**src/rtl/n8_poll_scheduler.sv**
```systemverilog
// Shared-bus poll scheduler for two NES-style 8-button pads: drives the common
// latch/shift-clock pair from a tick divider and commits active-high button bytes.
module n8_poll_scheduler #(
  parameter int CLK_DIV    = 300,
  parameter int POLL_TICKS = 2778
) (
  input  logic       clk,
  input  logic       rst_n,
  input  logic       enable,
  input  logic       poll_now,
  input  logic [1:0] data_in,
  output logic       ltch,
  output logic       pulse,
  output logic [7:0] pad0_btn,
  output logic [7:0] pad1_btn,
  output logic       btn_valid,
  output logic       btn_changed,
  output logic       busy
);

  localparam int DIV_W = (CLK_DIV > 2) ? $clog2(CLK_DIV) : 1;
  localparam int PER_W = $clog2(POLL_TICKS);
  localparam logic [DIV_W-1:0] DIV_LAST = DIV_W'(CLK_DIV - 1);
  localparam logic [DIV_W-1:0] DIV_ONE  = DIV_W'(1'b1);
  localparam logic [PER_W-1:0] PER_LAST = PER_W'(POLL_TICKS - 1);
  localparam logic [PER_W-1:0] PER_ONE  = PER_W'(1'b1);

  typedef enum logic [2:0] {
    ST_IDLE     = 3'd0,
    ST_LATCH    = 3'd1,
    ST_SHIFT_LO = 3'd2,
    ST_SHIFT_HI = 3'd3,
    ST_COMMIT   = 3'd4
  } state_t;

  logic [DIV_W-1:0] div_r;
  logic [PER_W-1:0] period_r;
  logic             pending_r;
  logic             tick_s;
  logic             start_s;

  state_t     state_r, state_s;
  logic [2:0] bit_idx_r, bit_idx_s;
  logic       latch_half_r, latch_half_s;
  logic [7:0] sh0_r, sh0_s;
  logic [7:0] sh1_r, sh1_s;
  logic [7:0] pad0_r, pad0_s;
  logic [7:0] pad1_r, pad1_s;
  logic       valid_r, valid_s;
  logic       changed_r, changed_s;
  logic       ltch_r, ltch_s;
  logic       pulse_r, pulse_s;
  logic       busy_r, busy_s;

  assign tick_s = (div_r == DIV_LAST);

  // Free-running tick divider.
  always_ff @(posedge clk or negedge rst_n) begin
    if (!rst_n) begin
      div_r <= {DIV_W{1'b0}};
    end else if (tick_s) begin
      div_r <= {DIV_W{1'b0}};
    end else begin
      div_r <= div_r + DIV_ONE;
    end
  end

  // Poll period counter, parked at zero while polling is disabled.
  always_ff @(posedge clk or negedge rst_n) begin
    if (!rst_n) begin
      period_r <= {PER_W{1'b0}};
    end else if (!enable) begin
      period_r <= {PER_W{1'b0}};
    end else if (tick_s) begin
      period_r <= (period_r == PER_LAST) ? {PER_W{1'b0}} : period_r + PER_ONE;
    end else begin
      period_r <= period_r;
    end
  end

  // Single-entry queue for poll_now; a starting poll consumes it, even one arriving that cycle.
  always_ff @(posedge clk or negedge rst_n) begin
    if (!rst_n) begin
      pending_r <= 1'b0;
    end else if (start_s) begin
      pending_r <= 1'b0;
    end else begin
      pending_r <= pending_r | poll_now;
    end
  end

  // Next-state, sampling and commit logic; pin outputs follow the next state.
  always_comb begin
    state_s      = state_r;
    bit_idx_s    = bit_idx_r;
    latch_half_s = latch_half_r;
    sh0_s        = sh0_r;
    sh1_s        = sh1_r;
    pad0_s       = pad0_r;
    pad1_s       = pad1_r;
    valid_s      = 1'b0;
    changed_s    = 1'b0;
    start_s      = 1'b0;
    case (state_r)
      ST_IDLE: begin
        if (tick_s && ((enable && (period_r == {PER_W{1'b0}})) || pending_r)) begin
          start_s      = 1'b1;
          state_s      = ST_LATCH;
          latch_half_s = 1'b0;
          bit_idx_s    = 3'd0;
        end else begin
          start_s = 1'b0;
        end
      end
      ST_LATCH: begin
        if (tick_s && latch_half_r) begin
          sh0_s        = {data_in[0], sh0_r[7:1]};
          sh1_s        = {data_in[1], sh1_r[7:1]};
          latch_half_s = 1'b0;
          bit_idx_s    = 3'd1;
          state_s      = ST_SHIFT_LO;
        end else if (tick_s) begin
          latch_half_s = 1'b1;
        end else begin
          latch_half_s = latch_half_r;
        end
      end
      ST_SHIFT_LO: begin
        if (tick_s) begin
          state_s = ST_SHIFT_HI;
        end else begin
          state_s = ST_SHIFT_LO;
        end
      end
      ST_SHIFT_HI: begin
        if (tick_s) begin
          sh0_s = {data_in[0], sh0_r[7:1]};
          sh1_s = {data_in[1], sh1_r[7:1]};
          if (bit_idx_r == 3'd7) begin
            state_s = ST_COMMIT;
          end else begin
            bit_idx_s = bit_idx_r + 3'd1;
            state_s   = ST_SHIFT_LO;
          end
        end else begin
          state_s = ST_SHIFT_HI;
        end
      end
      ST_COMMIT: begin
        pad0_s    = ~sh0_r;
        pad1_s    = ~sh1_r;
        valid_s   = 1'b1;
        changed_s = (~sh0_r != pad0_r) || (~sh1_r != pad1_r);
        bit_idx_s = 3'd0;
        state_s   = ST_IDLE;
      end
      default: begin
        state_s = ST_IDLE;
      end
    endcase
    ltch_s  = (state_s == ST_LATCH);
    pulse_s = (state_s == ST_SHIFT_HI);
    busy_s  = (state_s != ST_IDLE);
  end

  // State and registered-output update.
  always_ff @(posedge clk or negedge rst_n) begin
    if (!rst_n) begin
      state_r      <= ST_IDLE;
      bit_idx_r    <= 3'd0;
      latch_half_r <= 1'b0;
      sh0_r        <= 8'h00;
      sh1_r        <= 8'h00;
      pad0_r       <= 8'h00;
      pad1_r       <= 8'h00;
      valid_r      <= 1'b0;
      changed_r    <= 1'b0;
      ltch_r       <= 1'b0;
      pulse_r      <= 1'b0;
      busy_r       <= 1'b0;
    end else begin
      state_r      <= state_s;
      bit_idx_r    <= bit_idx_s;
      latch_half_r <= latch_half_s;
      sh0_r        <= sh0_s;
      sh1_r        <= sh1_s;
      pad0_r       <= pad0_s;
      pad1_r       <= pad1_s;
      valid_r      <= valid_s;
      changed_r    <= changed_s;
      ltch_r       <= ltch_s;
      pulse_r      <= pulse_s;
      busy_r       <= busy_s;
    end
  end

  assign ltch        = ltch_r;
  assign pulse       = pulse_r;
  assign pad0_btn    = pad0_r;
  assign pad1_btn    = pad1_r;
  assign btn_valid   = valid_r;
  assign btn_changed = changed_r;
  assign busy        = busy_r;

endmodule

```
**config.mk**
```make
export PLATFORM = sky130hd
export DESIGN_NAME = n8_poll_scheduler
export DESIGN_NICKNAME = d
export VERILOG_FILES = /design/src/rtl/n8_poll_scheduler.sv
export SDC_FILE = /design/constraint.sdc
export NUM_CORES = 1
export LEC_CHECK = 0
export ABC_AREA = 1
export CAP_MARGIN = 20
export CORE_UTILIZATION = 40
export CTS_BUF_LIST = sky130_fd_sc_hd__clkbuf_4 sky130_fd_sc_hd__clkbuf_8
export CTS_CLUSTER_DIAMETER = 100
export CTS_CLUSTER_SIZE = 8
export DETAILED_ROUTE_END_ITERATION = 8
export GPL_ROUTABILITY_DRIVEN = 0
export GPL_TIMING_DRIVEN = 0
export PLACE_DENSITY_LB_ADDON = 0.12
export SYNTH_ARGS = -nofsm -noshare
export SYNTH_HDL_FRONTEND = slang
export SYNTH_SLANG_ARGS = --single-unit
```
**constraint.sdc**
```tcl
create_clock -name clk -period 2.95 [get_ports clk]
set_input_delay 0.4425 -clock clk [delete_from_list [all_inputs] [get_ports clk]]
set_output_delay 0.4425 -clock clk [all_outputs]
set_load 0.02 [all_outputs]
```
==> summary.md, run 1 <==
| Metric | Value |
|---|---|
| Clk Latency, worst-skew pair | `0.35 ns` |
| Uppermost layer routed | `met4` |
| Avg Inst Size Synth | `8.35 µm²` |
| CP max-delay cell | `clkdlybuf4s50_1` |
| CP Capture Type | `primary output` |
| Post-CTS sizing | `0` |
| Max_slew headroom | `43.5%` |
| CP max stage delay | `0.63 ns` |
| Maxcap violations | `0` |
| Pins Over Slew Limit | `0` |
| Clock root cell | `clkbuf_8` |
| Overall power | `1.81 mW` |
| Top Ports | `27` |
| Syn-to-layout area delta | `18.3%` |
| Max clock buf depth | `2` |
| Failing checks | `DRC` |
| Most used DFF post-synth | `dfrtp_1` |
| RSZ-0062 raised after global routing | `false` |
| CORE AREA | `8180 µm²` |
| Slew @ Worst Pin | `0.847 ns` |
| Flop2flop setup slack | `1.31 ns` |
| Non-Filler Instances | `551` |
| Critical Path RT | `2.51 ns` |
| ANT nets after route | `0` |
| CTS tree | `built` |
| Crit path launch | `pad0_btn[4]` |
| DR vias/cell | `4.84` |
| WL met3 | `around 230 µm` |
| Final core utilization | `48.8%` |
| Fin Hold WS | `0.200 ns` |
| # diodes | `0` |
| Worst path bufs/invs | `1` |
| Starting density of the core | `41.3%` |
| DRC | `2` |
| CTS buffer count | `9` |
| R2R Path Start | `div_r[0]` |
| CTS sink count | `66` |
| Reg-to-Reg End | `sh0_r[6]` |
| # hold bufs at CTS | `0` |
| Vias after detailed routing | `2665` |
| Maximum vdd drop | `0.266 mV` |
| Hold Fails Final Rpt | `0` |
| Multi-input logic area | `between 1000 and 1500 µm²` |
| Initial DRC count | `93` |
| LEAKAGE | `about 1.9 nW` |
| Warnings from Yosys | `0` |
| Distinct cells, synth | `29` |
| Synthesis-stage register bit count | `66` |
| Post-DP HPWL | `4710 µm` |
| Post-synth EDFFs | `0` |
| Ys async rst share | `between 90% and 100%` |
| Top cells by area, synth | `dfrtp_1 (49%), nand2_1 (11%), inv_1 (5.3%), nor2_1 (4.6%), nand3_1 (4.2%)` |
| Fill cell count | `798` |
| GRT Overall Usage | `~17%` |
| Core Rows | `33` |
| Initial antenna violation count | `0` |
| R2r worst-path depth | `9` |
| Seq/Total Area, Yosys | `between 40 and 50%` |
| Critical Path Start Type | `flop` |
| Post-synth top area cell | `dfrtp_1` |
| CP delay by family, top | `buffers and inverters` |
| Post-CTS Setup Inserts | `0` |
| Final WL | `~6800 µm` |
| NumNets Final | `453` |
| Critical-path maximum fanout | `4` |
| Synth Cell Area | `3370 µm²` |
| Routed len/inst | `approximately 12 µm` |
| Max Fclk | `between 500 and 600 MHz` |
| GRT overflow | `0` |
| Share of the synthesized area in the top cell type | `48.9%` |
| WS Path Type | `reg2out` |
| Worst Hold Class | `in2async` |
| Buffers on Ports | `26` |
| Htree depth | `3` |
| Crit-path cells | `clkdlybuf4s50_1` |
| Reg area | `1650 µm²` |
| Endpoints failing setup | `0` |
| Synth Net Count | `~420` |
| CP Data Arrival Time | `1.38 ns` |
| DIE WIDTH | `between 90 and 100 µm` |
| Outcome | `complete, but fails checks` |
| Largest net degree at the start of global routing | `67` |
| Clock Skews | `0.0125 ns` |
| Met1 Wirelength | `between 3000 and 4000 µm` |
| DRT Pass-1 Iters | `6` |
| Synth Instances | `404` |
| First-pass GRT wire length | `roughly 12000 µm` |
| Die ar. | `between 8000 and 9000 µm²` |
| Tcrit/Tclk final | `61.6%` |
| Power Dens Cells | `454 nW/µm²` |
| Cell total after placement | `535` |
| Vias in the first global route | `2614` |
| Ratio of cells with drive above 1 in the final layout | `15.7%` |
| CTS clock-pin slew for the worst setup and hold paths | `0.08 ns` |
| WL met2 | `3070 µm` |
| Die Ht | `around 94 µm` |
| Min Tclk post-route | `1.82 ns` |
[worst max path at each step]
stage	end	cells past startpoint	slack, ns
after floorplan	sh0_r[4]	9	1.49
after global placement	bit_idx_r[0]	1	-0.93
after CTS	pad0_btn[4]	1	1.11
after global routing	pad0_btn[6]	1	1.07
after detailed placement	bit_idx_r[1]	10	0.97
final	pad0_btn[4]	1	1.13
[logic make-up (layout without fill, tap and decap cells)]
kind of cell | after synthesis | after routing | synth area share (%)
and+or+nand+nor | 204 | 204 | 27.5
adders and majority gates | 6 | 6 | 2.22
AOI/OAI and AO/OA | 60 | 60 | 11.3
DFF | 66 | 66 | 48.9
buffers and inverters | 59 | 101 | 7.67
xor gates and xnor gates | 9 | 9 | 2.34
[area by class of cell]
type                            count  share of cell area [%]
Sequential cell                    66                    41.4
Multi-Input combinational cell    279                    36.7
Timing Repair Buffer               26                    6.46
Inverter                           52                    5.02
Clock buffer                       10                    3.45
Tap cell                          105                    3.29
Clock inverter                      6                    2.26
Buffer                              7                    1.47
[sequential cells by signal, summed over array words and instances, names as in the netlist]
name / cells
bit_idx_r: 3
btn_changed: 1
btn_valid: 1
busy: 1
div_r: 9
latch_half_r: 1
ltch: 1
pad0_btn: 8
pad1_btn: 8
pending_r: 1
period_r: 12
pulse: 1
sh0_r: 8
sh1_r: 8
state_r: 3
[per-stage QoR]
stage | instance area [µm²] | TNS (ns) | setup slack (ns)
3_5_place_dp | 3760 | 0 | 0.970
3_3_place_gp | 3770 | -61.25 | -0.932
6_report | 3990 | 0 | 1.13
2_1_floorplan | 3370 | 0 | 1.49
4_1_cts | 3990 | 0 | 1.11
5_1_grt | 3990 | 0 | 1.07
[per-layer routing]
| layer | global-route usage [%] | vias to the layer above |
|---|---|---|
| met5 | 0 | - |
| met4 | 6.67 | 0 |
| met3 | 4.77 | 8 |
| li1 | - | 1373 |
| met1 | 21.5 | 1244 |
| met2 | 29.0 | 40 |
[Yosys cell counts, drive strengths merged, types with 2 or more instances]
master    n
buf       6
xor2      9
o22ai     2
nand2   101
dfrtp    66
or2       8
inv      52
nor3      9
nand4     7
a21oi    16
o21ai    40
nor2     50
ha        6
nand3    28
[cells in the final DEF (no fill, tap or decap), drive strengths merged]
cell / synthesis / final
a21oi: 16 / 16
a31oi: 1 / 1
and2: 1 / 1
buf: 6 / 7
bufinv: 0 / 2
clkbuf: 1 / 11
clkdlybuf4s50: 0 / 25
clkinv: 0 / 3
clkinvlp: 0 / 1
dfrtp: 66 / 66
ha: 6 / 6
inv: 52 / 52
nand2: 101 / 101
nand3: 28 / 28
nand4: 7 / 7
nor2: 50 / 50
nor3: 9 / 9
o211ai: 1 / 1
o21ai: 40 / 40
o22ai: 2 / 2
or2: 8 / 8
xor2: 9 / 9
[power breakdown]
group / internal [mW] / total [mW] / switching (mW) / leakage (nW)
Combinational: 0.00990 / 0.0375 / 0.0276 / 0.880
Sequential: 0.905 / 0.905 / 0.000592 / 0.874
Clock: 0.500 / 0.868 / 0.368 / 0.112
(Power assumes the default switching activity.)
==> run 2: changes to the inputs <==
==> constraint.sdc (replaced) <==
create_clock -name clk -period 1.5 [get_ports clk]
set_input_delay 0.225 -clock clk [delete_from_list [all_inputs] [get_ports clk]]
set_output_delay 0.225 -clock clk [all_outputs]
set_load 0.02 [all_outputs]
==> summary.md, run 2 (same netlist as run 1, synthesis figures left out) <==
| Metric | Value |
|---|---|
| CP Capture Type | `flop` |
| GRT overflow | `0` |
| Commonest cells after routing, fill and taps aside | `nand2_1 (76), dfrtp_1 (65), inv_1 (43)` |
| Final WL | `7420 µm` |
| Flop2flop setup slack | `-0.03 ns` |
| Max reg flops | `12` |
| CTS sink count | `66` |
| Max clock buf depth | `2` |
| Tcrit/Tclk final | `102%` |
| ANT nets after route | `0` |
| Top Ports | `27` |
| Die ar. | `8810 µm²` |
| Vias in the first global route | `about 2700` |
| Top flop regs | `period_r: 12 flops, div_r: 9 flops` |
| WL met2 | `3570 µm` |
| Failing checks | `DRC, hold timing, setup timing` |
| Die Ht | `roughly 94 µm` |
| Initial antenna violation count | `0` |
| Buffers on Ports | `26` |
| Routed len/inst | `13.1 µm` |
| Clock Skews | `0.0134 ns` |
| Fin Hold WS | `-0.0149 ns` |
| Pins Over Slew Limit | `0` |
| Cell total after placement | `535` |
| DRT Pass-1 Iters | `6` |
| Largest net degree at the start of global routing | `67` |
| Critical Path RT | `1.73 ns` |
| R2R Path Start | `div_r[0]` |
| Vias after detailed routing | `about 2800` |
| Slew @ Worst Pin | `0.848 ns` |
| Critical-path maximum fanout | `7` |
| CTS buffer count | `9` |
| Hold Fails Final Rpt | `18` |
| Power Dens Cells | `815 nW/µm²` |
| NumNets Final | `approximately 470` |
| DRC | `2` |
| Met1 Wirelength | `3520 µm` |
| Clk Latency, worst-skew pair | `roughly 0.34 ns` |
| Ratio of cells with drive above 1 in the final layout | `29.0%` |
| LEAKAGE | `2.12 nW` |
| Commonest non-fill, non-tap cell in the layout | `nand2_1` |
| GRT Overall Usage | `18.4%` |
| Non-Filler Instances | `567` |
| Worst Hold Class | `in2async` |
| Max_slew headroom | `43.4%` |
| Maxcap violations | `0` |
| First-pass GRT wire length | `between 10000 and 15000 µm` |
| CORE AREA | `8180 µm²` |
| DR vias/cell | `4.89` |
| CTS tree | `built` |
| Crit path launch | `div_r[0]` |
| Crit path to | `sh1_r[7]` |
| Setup ws final | `-0.0255 ns` |
| Overall power | `3.58 mW` |
| Outcome | `complete, but fails checks` |
| DIE WIDTH | `roughly 94 µm` |
| WS Path Type | `reg2reg` |
| RSZ-0062 raised after global routing | `true` |
| Initial DRC count | `67` |
| Core Rows | `33` |
| # diodes | `0` |
| Top reg by flops | `period_r` |
| Critical Path Start Type | `flop` |
| Reg-to-Reg End | `sh1_r[7]` |
| CP Data Arrival Time | `between 1.5 and 2 ns` |
| WL met3 | `205 µm` |
| Uppermost layer routed | `met4` |
| Clock root cell | `clkbuf_8` |
| Endpoints failing setup | `14` |
| Min Tclk post-route | `1.53 ns` |
| Post-DP HPWL | `roughly 4700 µm` |
| Setup_tns | `-0.194 ns` |
| R2r worst-path depth | `9` |
| CTS clock-pin slew for the worst setup and hold paths | `0.08 ns` |
| Syn-to-layout area delta | `30.0%` |
| Htree depth | `3` |
| Maximum vdd drop | `0.533 mV` |
| Max Fclk | `656 MHz` |
| Starting density of the core | `41.3%` |
## run 2: how the worst min path moves through the flow
stage	from	to	slack, ns	cells past startpoint
4_1_cts	rst_n	pad0_btn[1]	0.009	1
2_1_floorplan	rst_n	bit_idx_r[0]	-0.07	0
5_1_grt	rst_n	pad0_btn[1]	0.04	1
3_5_place_dp	rst_n	pad0_btn[1]	0.40	1
3_3_place_gp	div_r[0]	div_r[0]	0.45	1
6_report	rst_n	pad0_btn[1]	-0.01	1
## run 2: power breakdown
| part | switching, mW | total, mW | internal, mW |
|---|---|---|---|
| Sequential | 0.00118 | 1.78 | 1.78 |
| Combinational | 0.0586 | 0.0812 | 0.0227 |
| Clock | 0.730 | 1.71 | 0.984 |
| Total | 0.790 | 3.58 | 2.79 |
## run 2: cell type report
type	count	area, µm²
buffer	7	70.1
clock buffer	10	138
clock inverter	6	90.1
fill	764	3790
inverter	52	203
multi-input combinational	279	1700
sequential	66	1650
tap	105	131
timing repair buffer	42	398
## run 2: critical path, stage by stage, from the launching register on
cell,delay (ns)
dfrtp_1,0.40
ha_4,0.18
nand2_4,0.05
nor2_4,0.13
nand2_4,0.11
inv_8,0.09
o211ai_4,0.15
buf_8,0.20
nor2_4,0.08
a21oi_2,0.03
## run 2: repair_timing
item                                    CTS  global route
gates cloned                              2             0
pin swaps                                 7            14
gates resized for setup                  40            62
endpoints found under the setup margin   64            53
buffers inserted                         11             3
hold buffers                              0             0
## run 2: metrics by stage
stage | worst slack [ns] | area, µm² | util [%]
floorplan | 0.0360 | 3370 | -
global route | -0.105 | 4390 | 53.6
CTS | -0.00586 | 4150 | 50.8
finish | -0.0255 | 4390 | 53.6
global placement | -2.16 | 3770 | 46.1
detailed placement | -0.263 | 3760 | 46.0
## run 2: metal layers
layer | vias up | global-route usage (%)
met1 | 1325 | 22.1
met2 | 32 | 31.5
met5 | - | 0
met4 | 0 | 6.79
li1 | 1404 | -
met3 | 10 | 4.77
==> run 3: changes to the inputs <==
--- a/config.mk
+++ b/config.mk
@@ -7,7 +7,7 @@
 export LEC_CHECK = 0
 export ABC_AREA = 1
 export CAP_MARGIN = 20
-export CORE_UTILIZATION = 40
+export CORE_UTILIZATION = 30
 export CTS_BUF_LIST = sky130_fd_sc_hd__clkbuf_4 sky130_fd_sc_hd__clkbuf_8
 export CTS_CLUSTER_DIAMETER = 100
 export CTS_CLUSTER_SIZE = 8
==> summary.md, run 3 (same netlist as run 1, synthesis figures left out) <==
| Metric | Value |
|---|---|
| Top reg by flops | `period_r` |
| CTS buffer count | `9` |
| Commonest non-fill, non-tap cell in the layout | `nand2_1` |
| Hold Fails Final Rpt | `43` |
| CTS sink count | `66` |
| Maximum vdd drop | `0.532 mV` |
| Worst path bufs/invs | `2` |
| CTS clock-pin slew for the worst setup and hold paths | `0.08 ns` |
| DRC | `0` |
| Power Dens Cells | `850 nW/µm²` |
| Endpoints failing setup | `16` |
| DRT Pass-1 Iters | `4` |
| Commonest cells after routing, fill and taps aside | `nand2_1 (80), dfrtp_1 (64), inv_1 (44)` |
| CP Data Arrival Time | `1.78 ns` |
| Die ar. | `11700 µm²` |
| Clk Latency, worst-skew pair | `0.35 ns` |
| Min Tclk post-route | `1.53 ns` |
| Buffers on Ports | `26` |
| Syn-to-layout area delta | `30.7%` |
| Critical Path Start Type | `flop` |
| Critical-path maximum fanout | `6` |
| Htree depth | `3` |
| Overall power | `3.75 mW` |
| Vias after detailed routing | `~2700` |
| Post-DP HPWL | `roughly 5100 µm` |
| Outcome | `complete, but fails checks` |
| CP max stage delay | `0.40 ns` |
| Place WS | `-0.358 ns` |
| Setup ws final | `-0.0298 ns` |
| DIE WIDTH | `approximately 110 µm` |
| Initial DRC count | `94` |
| Non-Filler Instances | `604` |
| Tcrit/Tclk final | `102%` |
| RSZ-0062 raised after global routing | `true` |
| Fill cell count | `1104` |
| Core Rows | `38` |
| WS Path Type | `reg2reg` |
| Slew @ Worst Pin | `0.848 ns` |
| Clock root cell | `clkbuf_8` |
| ANT nets after route | `0` |
| CP max-delay cell | `dfrtp_1` |
| # hold bufs at CTS | `0` |
| Worst Hold Class | `in2async` |
| GRT Overall Usage | `approximately 15%` |
| Cell total after placement | `570` |
| Starting density of the core | `between 30% and 40%` |
| Max_slew headroom | `43.5%` |
| NumNets Final | `471` |
| Vias in the first global route | `about 2600` |
| R2R Path Start | `div_r[1]` |
| Routed len/inst | `roughly 13 µm` |
| GRT overflow | `0` |
| Max Fclk | `654 MHz` |
| Crit path launch | `div_r[1]` |
| Failing checks | `hold timing, setup timing` |
| Initial antenna violation count | `0` |
| Ratio of cells with drive above 1 in the final layout | `between 20% and 30%` |
| Pins Over Slew Limit | `0` |
| CTS tree | `built` |
| LEAKAGE | `2.13 nW` |
| CORE AREA | `10900 µm²` |
| CP delay by family, top | `flip-flops` |
| DR vias/cell | `4.55` |
| Max reg flops | `12` |
| Fin Hold WS | `-0.0293 ns` |
| # diodes | `0` |
| Largest net degree at the start of global routing | `67` |
| First-pass GRT wire length | `12800 µm` |
| Final WL | `7710 µm` |
| Critical Path RT | `1.75 ns` |
| Maxcap violations | `0` |
| Max clock buf depth | `2` |
| Crit-path cells | `ha_4 > nand2_4 > nor2_4 > nand2_4 > inv_8 > o211ai_4 > buf_8 > nor2_4 > a21oi_2` |
| Flop2flop setup slack | `-0.03 ns` |
| Top Ports | `27` |
| Die Ht | `around 110 µm` |
| CP Capture Type | `flop` |
| Clock Skews | `0.00630 ns` |
| Top flop regs | `period_r: 12 flops, div_r: 9 flops` |
==> run 3: changes by cell type in the layout (fill, tap and decap cells not counted), moves of 3 or more <==
cell     before  now
nor2_2        6   10
buf_4        13   17
nand2_2      17   12
nand2_1      76   80
nor2_1       34   31
nand3_4       3    0
==> run 3: worst paths after layout <==
path / end / depth (start not counted)
worst max-delay path: sh1_r[5] / 9
worst min-delay path: pad0_btn[1] / 1
max in group asynchronous: state_r[1] / 1
min in group clk: sh0_r[7] / 3
worst max register to register: sh1_r[5] / 9
worst min register to register: bit_idx_r[1] / 2
==> run 3: layout make-up <==
type	instances	area [µm²]	share of cell area, %
Clock inverter	6	111	2.53
Inverter	52	203	4.60
Buffer	7	76.3	1.73
Sequential cell	66	1650	37.5
Timing Repair Buffer	44	388	8.80
Tap cell	140	175	3.97
Clock buffer	10	138	3.12
Multi-Input combinational cell	279	1660	37.7
==> run 3: routing by layer <==
layer | global-route usage, % | wire length, µm
met3 | 4.22 | 262
met2 | 23.1 | 3580
met1 | 18.3 | 3730
met4 | 6.16 | 134
met5 | 0 | 0
==> run 3: timing repair <==
item	in CTS	in global routing
setup endpoints to repair	65	51
resized for setup	42	51
setup buffers	10	7
pin swaps	8	13
gates cloned	1	0
==> run 3: power breakdown <==
group          internal (mW)  switching [mW]  leakage [nW]
clock network           1.15           0.737         0.123
logic                 0.0205          0.0575          1.13
registers               1.78         0.00130         0.871
total                   2.95           0.796          2.13
==> run 3: per-stage QoR <==
step	util, %	hold slack, ns	area (µm²)	setup TNS, ns
2_1_floorplan	-	-0.0706	3370	0
3_3_place_gp	35.0	0.447	3810	-153.75
3_5_place_dp	35.0	0.403	3810	-6.57
4_1_cts	38.6	0.0108	4200	0
5_1_grt	40.5	0.0497	4410	-2.34
6_report	40.5	-0.0293	4410	-0.293
==> run 3: worst reg2reg max path, delay by kind of cell (launching register included) <==
kind	cells	cell delay (ns)
flops	1	0.40
buf+inv	2	0.29
simple gates	4	0.39
compound gates	2	0.18
fa+ha+maj	1	0.18
